<file path="src/rtl/compression_package.sv">
// Shared definitions for the 1-bit compressed-sensing compressor and its receive-side decompressor:
// measurement matrix codes, the Phi_var matrix lookup and the signed weight decode.
package compression_package;

    localparam int PHI_ROWS = 96;
    localparam int PHI_COLS = 64;

    typedef enum logic [1:0] {
        PHI_ZERO = 2'b00,
        PHI_POS  = 2'b01,
        PHI_NEG2 = 2'b10,
        PHI_NEG  = 2'b11
    } phi_code_t;

    // Matrix entry at (row, col); a fixed arithmetic mix, so it folds to logic wherever it is used.
    function automatic phi_code_t Phi_var(input int row, input int col);
        int mix;
        mix = row + col * ((row >> 2) + 1) + (col >> 1);
        return phi_code_t'(mix[1:0]);
    endfunction

    // Signed weight of one matrix entry; a set sign bit means a negative measurement.
    function automatic logic signed [2:0] phi_weight(input phi_code_t code, input logic sign);
        logic signed [2:0] w;
        case (code)
            PHI_ZERO: w = 3'sd0;
            PHI_POS:  w = 3'sd1;
            PHI_NEG2: w = -3'sd2;
            default:  w = -3'sd1;
        endcase
        return sign ? -w : w;
    endfunction

endpackage

</file>
<file path="src/rtl/block_decompression_column_sum.sv">
// Combinational per-word partial back-projection for one column:
// sum over the DEPTH rows of this word of the sign-adjusted Phi weight.
module phi_column_sum
    import compression_package::*;
#(
    parameter int DEPTH       = 12,
    parameter int WORDS       = 8,
    parameter int INDEX_WIDTH = 6,
    parameter int ACC_WIDTH   = 10,
    localparam int WC_WIDTH   = $clog2(WORDS)
) (
    input  logic [WC_WIDTH-1:0]    word_count_i,
    input  logic [INDEX_WIDTH-1:0] col_i,
    input  logic [DEPTH-1:0]       sign_word_i,
    output logic [ACC_WIDTH-1:0]   partial_o
);

    logic signed [2:0] weight [DEPTH];

    for (genvar gi = 0; gi < DEPTH; gi++) begin : g_row
        assign weight[gi] = phi_weight(Phi_var(gi + DEPTH * int'(word_count_i), int'(col_i)),
                                       sign_word_i[gi]);
    end

    always_comb begin
        partial_o = '0;
        for (int l = 0; l < DEPTH; l++) begin
            partial_o = partial_o + {{(ACC_WIDTH-3){weight[l][2]}}, weight[l]};
        end
    end

endmodule

</file>
<file path="src/rtl/block_decompression.sv">
// Receive-side back-projection (Phi^T * y) of WORDS sign words per block for four selected columns.
// Blocks may be aborted by sof_in mid-block; the aborting word starts the next block.
module block_decompression
    import compression_package::*;
#(
    parameter int DEPTH       = 12,
    parameter int WORDS       = 8,
    parameter int INDEX_WIDTH = 6,
    parameter int ACC_WIDTH   = 10,
    localparam int WC_WIDTH   = $clog2(WORDS),
    localparam int LANES      = 4
) (
    input  logic                         clk,
    input  logic                         rst,
    input  logic                         valid_in,
    input  logic                         sof_in,
    input  logic [DEPTH-1:0]             data_in,
    input  logic [LANES*INDEX_WIDTH-1:0] index_in,
    output logic [LANES*ACC_WIDTH-1:0]   est_out,
    output logic                         valid_out,
    output logic                         busy,
    output logic                         sync_err
);

    typedef enum logic {ST_IDLE, ST_ACCUM} state_t;

    state_t                 state;
    logic [WC_WIDTH-1:0]    word_count_q, word_count_d, lookup_wc;
    logic [INDEX_WIDTH-1:0] idx_q [LANES];
    logic [INDEX_WIDTH-1:0] idx_d [LANES];
    logic [INDEX_WIDTH-1:0] lookup_idx [LANES];
    logic [ACC_WIDTH-1:0]   acc_q [LANES];
    logic [ACC_WIDTH-1:0]   acc_d [LANES];
    logic [ACC_WIDTH-1:0]   est_q [LANES];
    logic [ACC_WIDTH-1:0]   est_d [LANES];
    logic [ACC_WIDTH-1:0]   partial [LANES];
    logic                   valid_out_q, valid_out_d;
    logic                   sync_err_q, sync_err_d;
    logic                   start;

    assign state = (word_count_q == '0) ? ST_IDLE : ST_ACCUM;
    // A word opens a block when idle, or when sof_in forces a resync mid-block.
    assign start     = valid_in && ((state == ST_IDLE) || sof_in);
    assign lookup_wc = start ? '0 : word_count_q;

    for (genvar gi = 0; gi < LANES; gi++) begin : g_lane
        assign lookup_idx[gi] = start ? index_in[gi*INDEX_WIDTH +: INDEX_WIDTH] : idx_q[gi];
        assign est_out[gi*ACC_WIDTH +: ACC_WIDTH] = est_q[gi];

        phi_column_sum #(
            .DEPTH       (DEPTH),
            .WORDS       (WORDS),
            .INDEX_WIDTH (INDEX_WIDTH),
            .ACC_WIDTH   (ACC_WIDTH)
        ) u_column_sum (
            .word_count_i (lookup_wc),
            .col_i        (lookup_idx[gi]),
            .sign_word_i  (data_in),
            .partial_o    (partial[gi])
        );
    end

    always_ff @(posedge clk) begin
        if (rst) begin
            word_count_q <= '0;
            valid_out_q  <= 1'b0;
            sync_err_q   <= 1'b0;
            for (int j = 0; j < LANES; j++) begin
                idx_q[j] <= '0;
                acc_q[j] <= '0;
                est_q[j] <= '0;
            end
        end else begin
            word_count_q <= word_count_d;
            valid_out_q  <= valid_out_d;
            sync_err_q   <= sync_err_d;
            idx_q        <= idx_d;
            acc_q        <= acc_d;
            est_q        <= est_d;
        end
    end

    always_comb begin
        word_count_d = word_count_q;
        valid_out_d  = 1'b0;
        sync_err_d   = 1'b0;
        idx_d        = idx_q;
        acc_d        = acc_q;
        est_d        = est_q;
        if (valid_in) begin
            if (start) begin
                word_count_d = WC_WIDTH'(1);
                sync_err_d   = (state == ST_ACCUM);
                idx_d        = lookup_idx;
                acc_d        = partial;
            end else begin
                for (int j = 0; j < LANES; j++) begin
                    acc_d[j] = acc_q[j] + partial[j];
                end
                if (word_count_q == WC_WIDTH'(WORDS-1)) begin
                    word_count_d = '0;
                    valid_out_d  = 1'b1;
                    est_d        = acc_d;
                end else begin
                    word_count_d = word_count_q + WC_WIDTH'(1);
                end
            end
        end
    end

    assign valid_out = valid_out_q;
    assign sync_err  = sync_err_q;
    assign busy      = (state == ST_ACCUM);

endmodule

</file>
<file path="config.mk">
export PLATFORM = sky130hd
export DESIGN_NAME = block_decompression
export DESIGN_NICKNAME = d
export VERILOG_FILES = /design/src/rtl/compression_package.sv /design/src/rtl/block_decompression_column_sum.sv /design/src/rtl/block_decompression.sv
export SDC_FILE = /design/constraint.sdc
export NUM_CORES = 1
export LEC_CHECK = 0
export CORE_MARGIN = 2
export CORE_UTILIZATION = 30
export DETAILED_ROUTE_END_ITERATION = 10
export PLACE_DENSITY_LB_ADDON = 0.12
export SETUP_SLACK_MARGIN = 0.02
export SLEW_MARGIN = 20
export SYNTH_ARGS = -nofsm -noshare
export SYNTH_HDL_FRONTEND = slang
export SYNTH_SLANG_ARGS = --single-unit
</file>
<file path="constraint.sdc">
create_clock -name clk -period 9.8 [get_ports clk]
set_input_delay 1.96 -clock clk [delete_from_list [all_inputs] [get_ports clk]]
set_output_delay 1.96 -clock clk [all_outputs]
set_load 0.01 [all_outputs]
</file>
* Word-level counts from Yosys, hierarchy flattened *
Index checks and enable logic that the tools add are counted.

storage, ports and cells
  input bits = 40
  flip-flop bits (word level) = 109

operators by class
  add/subtract/negate cells = 216
  eq/ne operators = 97
  reduce and logical (&&, ||, !) cells = 55
  bitwise gates (word level) = 2
  multiply operators = 49
  mux-type cells = 106

operator list
  kind                                              number
  multiplier 6 x 31 -> 2 bit                        47
  adder 10 bit                                      44
  one-hot mux 3 bit (3 select lines)                48
  adder 30 x 1 -> 31 bit (second input constant)    11
  adder 2 bit                                       92
  2-to-1 mux 3 bit                                  51
  negation 3 bit                                    48
  == test 2 x 1 -> 1 bit (second input constant)    48
  == test 2 bit (second input constant)             48
  zero test 2 bit                                   48
  2-to-1 mux 40 bit                                 1
  adder 3 x 7 -> 8 bit (first input constant)       4
  adder 4 x 7 -> 8 bit (first input constant)       4
  2-to-1 mux 6 bit                                  4
  adder 2 x 7 -> 8 bit (first input constant)       2
  adder 3 x 3 -> 4 bit                              4
  adder 1 x 2 -> 2 bit (first input constant)       4
  adder 1 x 7 -> 8 bit (first input constant)       1
  adder 5 x 1 -> 6 bit (second input constant)      1
  multiplier 6 x 6 -> 2 bit                         1
  OR reduction 3 bit                                2
  multiplier 2 x 3 -> 5 bit (first input constant)  1
  adder 3 x 1 -> 3 bit (second input constant)      1
  == test 3 bit (second input constant)             1
  7 further kinds                                   9

* Longest topological paths before layout *
  depth in word-level cells = 27
  mapped depth = 40

* Cells and area by module *
Synthesis repeated with hierarchy kept, for this count alone.

unflattened totals
  cell total of the unflattened synthesis = 1776
  area, all modules = 16009.1 µm²

modules (own cells, without submodules)
  module                                       sequential area each (µm²)  instances  area each (µm²)  cells each
  block_decompression                          2182.1                      1          5945.7           681
  phi_column_sum (g_lane[1].u_column_sum ...)  0.0                         2          2509.9           273
  phi_column_sum (g_lane[3].u_column_sum)      0.0                         1          2527.4           276
  phi_column_sum (g_lane[0].u_column_sum)      0.0                         1          2516.2           273

* Least setup slack after synthesis *
No wires, ideal clock.

  path type = input to register
  start point = input port sof_in
  end point = register acc_q[29] (netlist bit)
  arrival time = 10058 ps
  path buffers = 0
  cell stages on the path = 31
  data required time = 9668 ps
  slack = -390 ps
  setup time = 132 ps
  path through = inv_1 -> a21oi_4 -> mux2i_1 -> inv_1 -> ha_1 -> inv_1 -> ha_1 -> nor3_1 -> a21oi_1 -> ha_1 -> mux2_2 -> fa_1 -> inv_1 -> fa_1 -> inv_1 -> fa_1 -> inv_1 -> fa_1 -> fa_1 -> inv_1 -> ha_1 -> nor2b_1 -> o31a_1 -> or4_1 -> nand3_1 -> ha_1 -> a21o_1 -> a41oi_1 -> nor4_1 -> o31ai_1 -> a21oi_1

between the ends
  elaborated cells on any way between the ends = 149
  classes of those cells = add/sub (71); mul (13); eq/ne (24); mux (27); reduce/logical (14)

RTL lines
  item                                                 RTL line                              RTL
  from (decl)                                          block_decompression.sv:16             input logic sof_in,
  logical OR 1 bit *                                   block_decompression.sv:43             assign start = valid_in && ((state == ST_IDLE) || sof_in);
  logical AND 1 bit *                                  block_decompression.sv:43
  2-to-1 mux 6 bit *                                   block_decompression.sv:47             assign lookup_idx[gi] = start ? index_in[gi*INDEX_WIDTH +: INDEX_WIDTH] : idx_q[gi];
  via g_lane[1].u_column_sum.col_i[1]                  block_decompression_column_sum.sv:13  input logic [INDEX_WIDTH-1:0] col_i,
  multiplier 6 x 31 -> 2 bit                           compression_package.sv:18             mix = row + col * ((row >> 2) + 1) + (col >> 1);
  adder 1 x 2 -> 2 bit or adder 2 bit (tied branches)  compression_package.sv:18
  adder 2 bit                                          compression_package.sv:18
  == test 2 bit (tied with other cells)                compression_package.sv:25             case (code)
  one-hot mux 3 bit (3 select lines)                   compression_package.sv:25
  negation 3 bit                                       compression_package.sv:31             return sign ? -w : w;
  2-to-1 mux 3 bit                                     compression_package.sv:31
  adder 3 x 3 -> 4 bit                                 block_decompression_column_sum.sv:28  partial_o = partial_o + {{(ACC_WIDTH-3){weight[l][2]}}, weight[l]};
  adder 10 bit (9 in series)                           block_decompression_column_sum.sv:28
  adder 10 bit *                                       block_decompression_column_sum.sv:28
  adder 10 bit                                         block_decompression.sv:98             acc_d[j] = acc_q[j] + partial[j];
  2-to-1 mux 40 bit *                                  block_decompression.sv:91             if (start) begin
  to (signal, indexed assignment)                      block_decompression.sv:70             acc_q[j] <= '0;
  to (signal assigned)                                 block_decompression.sv:78             acc_q <= acc_d;
  to (decl)                                            block_decompression.sv:32             logic [ACC_WIDTH-1:0] acc_q [LANES];

Mark *: on every way through the listed nets, which the timed path passes. The rest lies on a longest branch.
A chain may end at the register's enable or synchronous reset.

* Worst setup path in the final report *
  start point = input port sof_in
  end point = register acc_q[19] (netlist bit)

between the ends
  elaborated cells on any way between the ends = 149
  classes of those cells = add/sub (71); mul (13); eq/ne (24); mux (27); reduce/logical (14)

RTL lines
  item                                                 RTL line
  logical OR 1 bit *                                   block_decompression.sv:43
  logical AND 1 bit *                                  block_decompression.sv:43
  2-to-1 mux 6 bit *                                   block_decompression.sv:47
  via g_lane[2].u_column_sum.col_i[1]                  block_decompression_column_sum.sv:13
  multiplier 6 x 31 -> 2 bit                           compression_package.sv:18
  adder 1 x 2 -> 2 bit or adder 2 bit (tied branches)  compression_package.sv:18
  adder 2 bit                                          compression_package.sv:18
  == test 2 bit (tied with other cells)                compression_package.sv:25
  one-hot mux 3 bit (3 select lines)                   compression_package.sv:25
  negation 3 bit                                       compression_package.sv:31
  2-to-1 mux 3 bit                                     compression_package.sv:31
  adder 3 x 3 -> 4 bit                                 block_decompression_column_sum.sv:28
  adder 10 bit (9 in series)                           block_decompression_column_sum.sv:28
  adder 10 bit *                                       block_decompression_column_sum.sv:28
  adder 10 bit                                         block_decompression.sv:98
  2-to-1 mux 40 bit *                                  block_decompression.sv:91

Marked as above.

==> results.sh <==
export IMPL_period_share_pct=97.0
export IMPL_worst_pin_slew_ns=0.944
export IMPL_core_area_um2=51500
export IMPL_portBuffers=70
export IMPL_grt_pass1_vias=13500
export IMPL_gp_congestion=0.818
export IMPL_ys_ff_latch=97
export IMPL_area_delta_synth_final_pct=31.8
export IMPL_cts_buffers=9
export IMPL_cp_arrival_ns=9.79
export IMPL_cap_violations=0
export IMPL_r2r_slack_ns=1.13
export IMPL_place_hpwl_um=34600
export IMPL_most_common_layout_cells="buf_4, inv_1, ha_1"
export IMPL_r2r_cells=35
export IMPL_synth_top_cells_by_area="ha_1, fa_1, dfxtp_1, inv_1, xnor2_1"
export IMPL_worst_setup_path_end_kind="flop"
export IMPL_final_common_cell="buf_4"
export IMPL_fp_dieH_um=233
export IMPL_yosys_area_top_type="ha_1"
export IMPL_worstReg2RegStart="word_count_q[1]"
export IMPL_whs_path_depth=2
export IMPL_clk_latency_ns=0.40
export IMPL_drc=0
export IMPL_antenna_found_initial=0
export IMPL_ys_seq_area_share_pct=12.4
export IMPL_cpMaxStageDelayCell="fa_1"
export IMPL_ys_warnings_count=0
export IMPL_grt_pass1_wl_um=72500
export IMPL_hp_class="flop to flop"
export IMPL_drt_vias_per_instance=4.54
export IMPL_met3_length_um=1380
export IMPL_cp_max_fo=8
export IMPL_num_nets_final=2665
export IMPL_hold_start="est_out[36]"
export IMPL_pin_count=83
export IMPL_layout_cells_non_filler=2890
export IMPL_dr_pass1_iters=5
export IMPL_status="finished, final reports clean"
export IMPL_setup_violations=0
export IMPL_drt_wirelength_per_cell_um=15.1
export IMPL_yosysTopAreaCellShare_pct=20.8
export IMPL_synthesis_area_um2=15700
export IMPL_finClkSkew_ns=0.0109
export IMPL_slew_headroom_pct=37.1
export IMPL_cts_sinks=97
export IMPL_drt_iter0_drc=431
export IMPL_dieArea_um2=54100
export IMPL_synth_top_flop_cell="dfxtp_1"
export IMPL_postRouteAntennaNets=0
export IMPL_clk_pin_slew_ns=0.08
export IMPL_cp_data_required_time_ns=10.09
export IMPL_rsz0062_at_grt="true"
export IMPL_overflow=0
export IMPL_wl_um=43500
export IMPL_start_util_pct=30.4
export IMPL_grtUsageTotal_pct=17.0
export IMPL_vias=13100
export IMPL_n_antenna_cell=0
export IMPL_cts_root_buf="clkbuf_16"
export IMPL_cts_tree="yes"
export IMPL_drive_gt1_share_pct=23.3
export IMPL_grt_max_degree=67
export IMPL_cts_htree_levels=3
export IMPL_max_stage_delay_ns=0.57
export IMPL_top_layer="met4"
export IMPL_path_class="input port to flop"
export IMPL_post_route_min_period_ns=9.50
export IMPL_row_count=83
export IMPL_drv_slew=0
export IMPL_chipWidth_um=233
export IMPL_hold_viol=0
export IMPL_postCtsHoldBufs=0
export IMPL_synthCells=1836
export IMPL_synth_edff_count=0
export IMPL_fmax_mhz=105
export IMPL_reg2reg_to="acc_q[19]"
export IMPL_clk_path_buf_depth=2
export IMPL_hold_end="est_out[36]"
export IMPL_cp_start_kind="input port"
export IMPL_wl_met1_um=22700
export IMPL_wl_met2_um=19100
export IMPL_dp_cells=2847
export IMPL_avgSynthCellArea_um2=8.54
export IMPL_final_util_pct=40.1
export IMPL_synth_cell_types=68
export IMPL_async_flop_share_pct=0
export IMPL_critPathMostFrequentCell="fa_1"
-- critical path: cells and delay by family --
| family | cells | cell delay, ns |
|---|---|---|
| mux | 2 | 0.58 |
| simple gates | 4 | 0.65 |
| compound gates | 5 | 1.14 |
| buf+inv | 9 | 0.90 |
| fa+ha+maj | 11 | 4.19 |
| xor+xnor | 2 | 0.35 |
-- flip-flops by register name, indices dropped and copies added, names as in the netlist --
register and count:
sync_err 1, valid_out 1, est_out 40, word_count_q 3
idx_q 12, acc_q 40
-- Yosys cell counts, types with 5 or more instances --
cell type and instances:
xnor2_1 105, nor2b_1 12, xor2_1 65, fa_1 159, o21ai_0 52, dfxtp_1 97, buf_1 6, inv_1 301
o31ai_1 5, ha_1 261, nand2_1 149, a22oi_1 6, nand3_1 16, a311oi_1 18, nor3_1 58, clkbuf_1 59
o211ai_1 9, and3_1 9, a21o_1 49, o21a_1 10, or2_2 5, a21oi_1 148, nand2b_1 12, a211oi_1 22
or3_1 10, a21boi_0 5, nor2_1 92, mux2_2 7, o31a_1 5, mux2i_1 17
-- worst max-delay path by stage --
stage	cells past startpoint	slack (ns)	from	end
finish	33	0.30	sof_in	acc_q[19]
global route	35	0.002	sof_in	acc_q[29]
CTS	32	0.04	index_in[7]	acc_q[28]
detailed placement	31	-0.92	sof_in	acc_q[38]
global placement	34	-0.86	sof_in	acc_q[29]
floorplan	31	-0.05	sof_in	acc_q[29]
-- final cells by class --
| cell class | instances | area, um2 |
|---|---|---|
| clock buffer | 11 | 233 |
| multi-input combinational | 1369 | 13100 |
| tap | 680 | 851 |
| timing repair buffer | 424 | 3400 |
| clock inverter | 5 | 45.0 |
| fill | 5267 | 30800 |
| sequential | 97 | 1940 |
| inverter | 304 | 1140 |
-- repair_timing --
item / 4_1_cts / 5_1_grt
pin swaps: 51 / 55
gates resized for setup: 82 / 60
endpoints found under the setup margin: 37 / 36
buffers inserted: 17 / 10
-- cell families after synthesis --
group | synth area share (%)
muxes | 1.82
adders and majority gates | 41.1
DFF | 12.4
AOI/OAI and AO/OA | 14.5
xor gates and xnor gates | 10.0
buffers and inverters | 8.99
other | 0.0239
and+or+nand+nor | 11.1
-- routing by layer --
layer  global-route usage [%]  vias up
met2                     26.3      176
met4                     2.59        0
met3                     2.17       20
met5                        0        -
met1                     25.5     6233
li1                         -     6691
-- metrics by stage --
step	hold slack (ns)	setup slack [ns]	area, um2	setup TNS (ns)
final	0.457	0.297	20700	0
after global placement	0.447	-0.864	19500	-26.95
after floorplan	0.457	-0.0459	15700	-0.0486
after global routing	0.482	0.00246	20700	0
after detailed placement	0.449	-0.923	19500	-27.89
after CTS	0.462	0.0428	20300	0
Power is not shown: default switching activity piles up to over one toggle a cycle in this logic, so the estimate is an artifact.
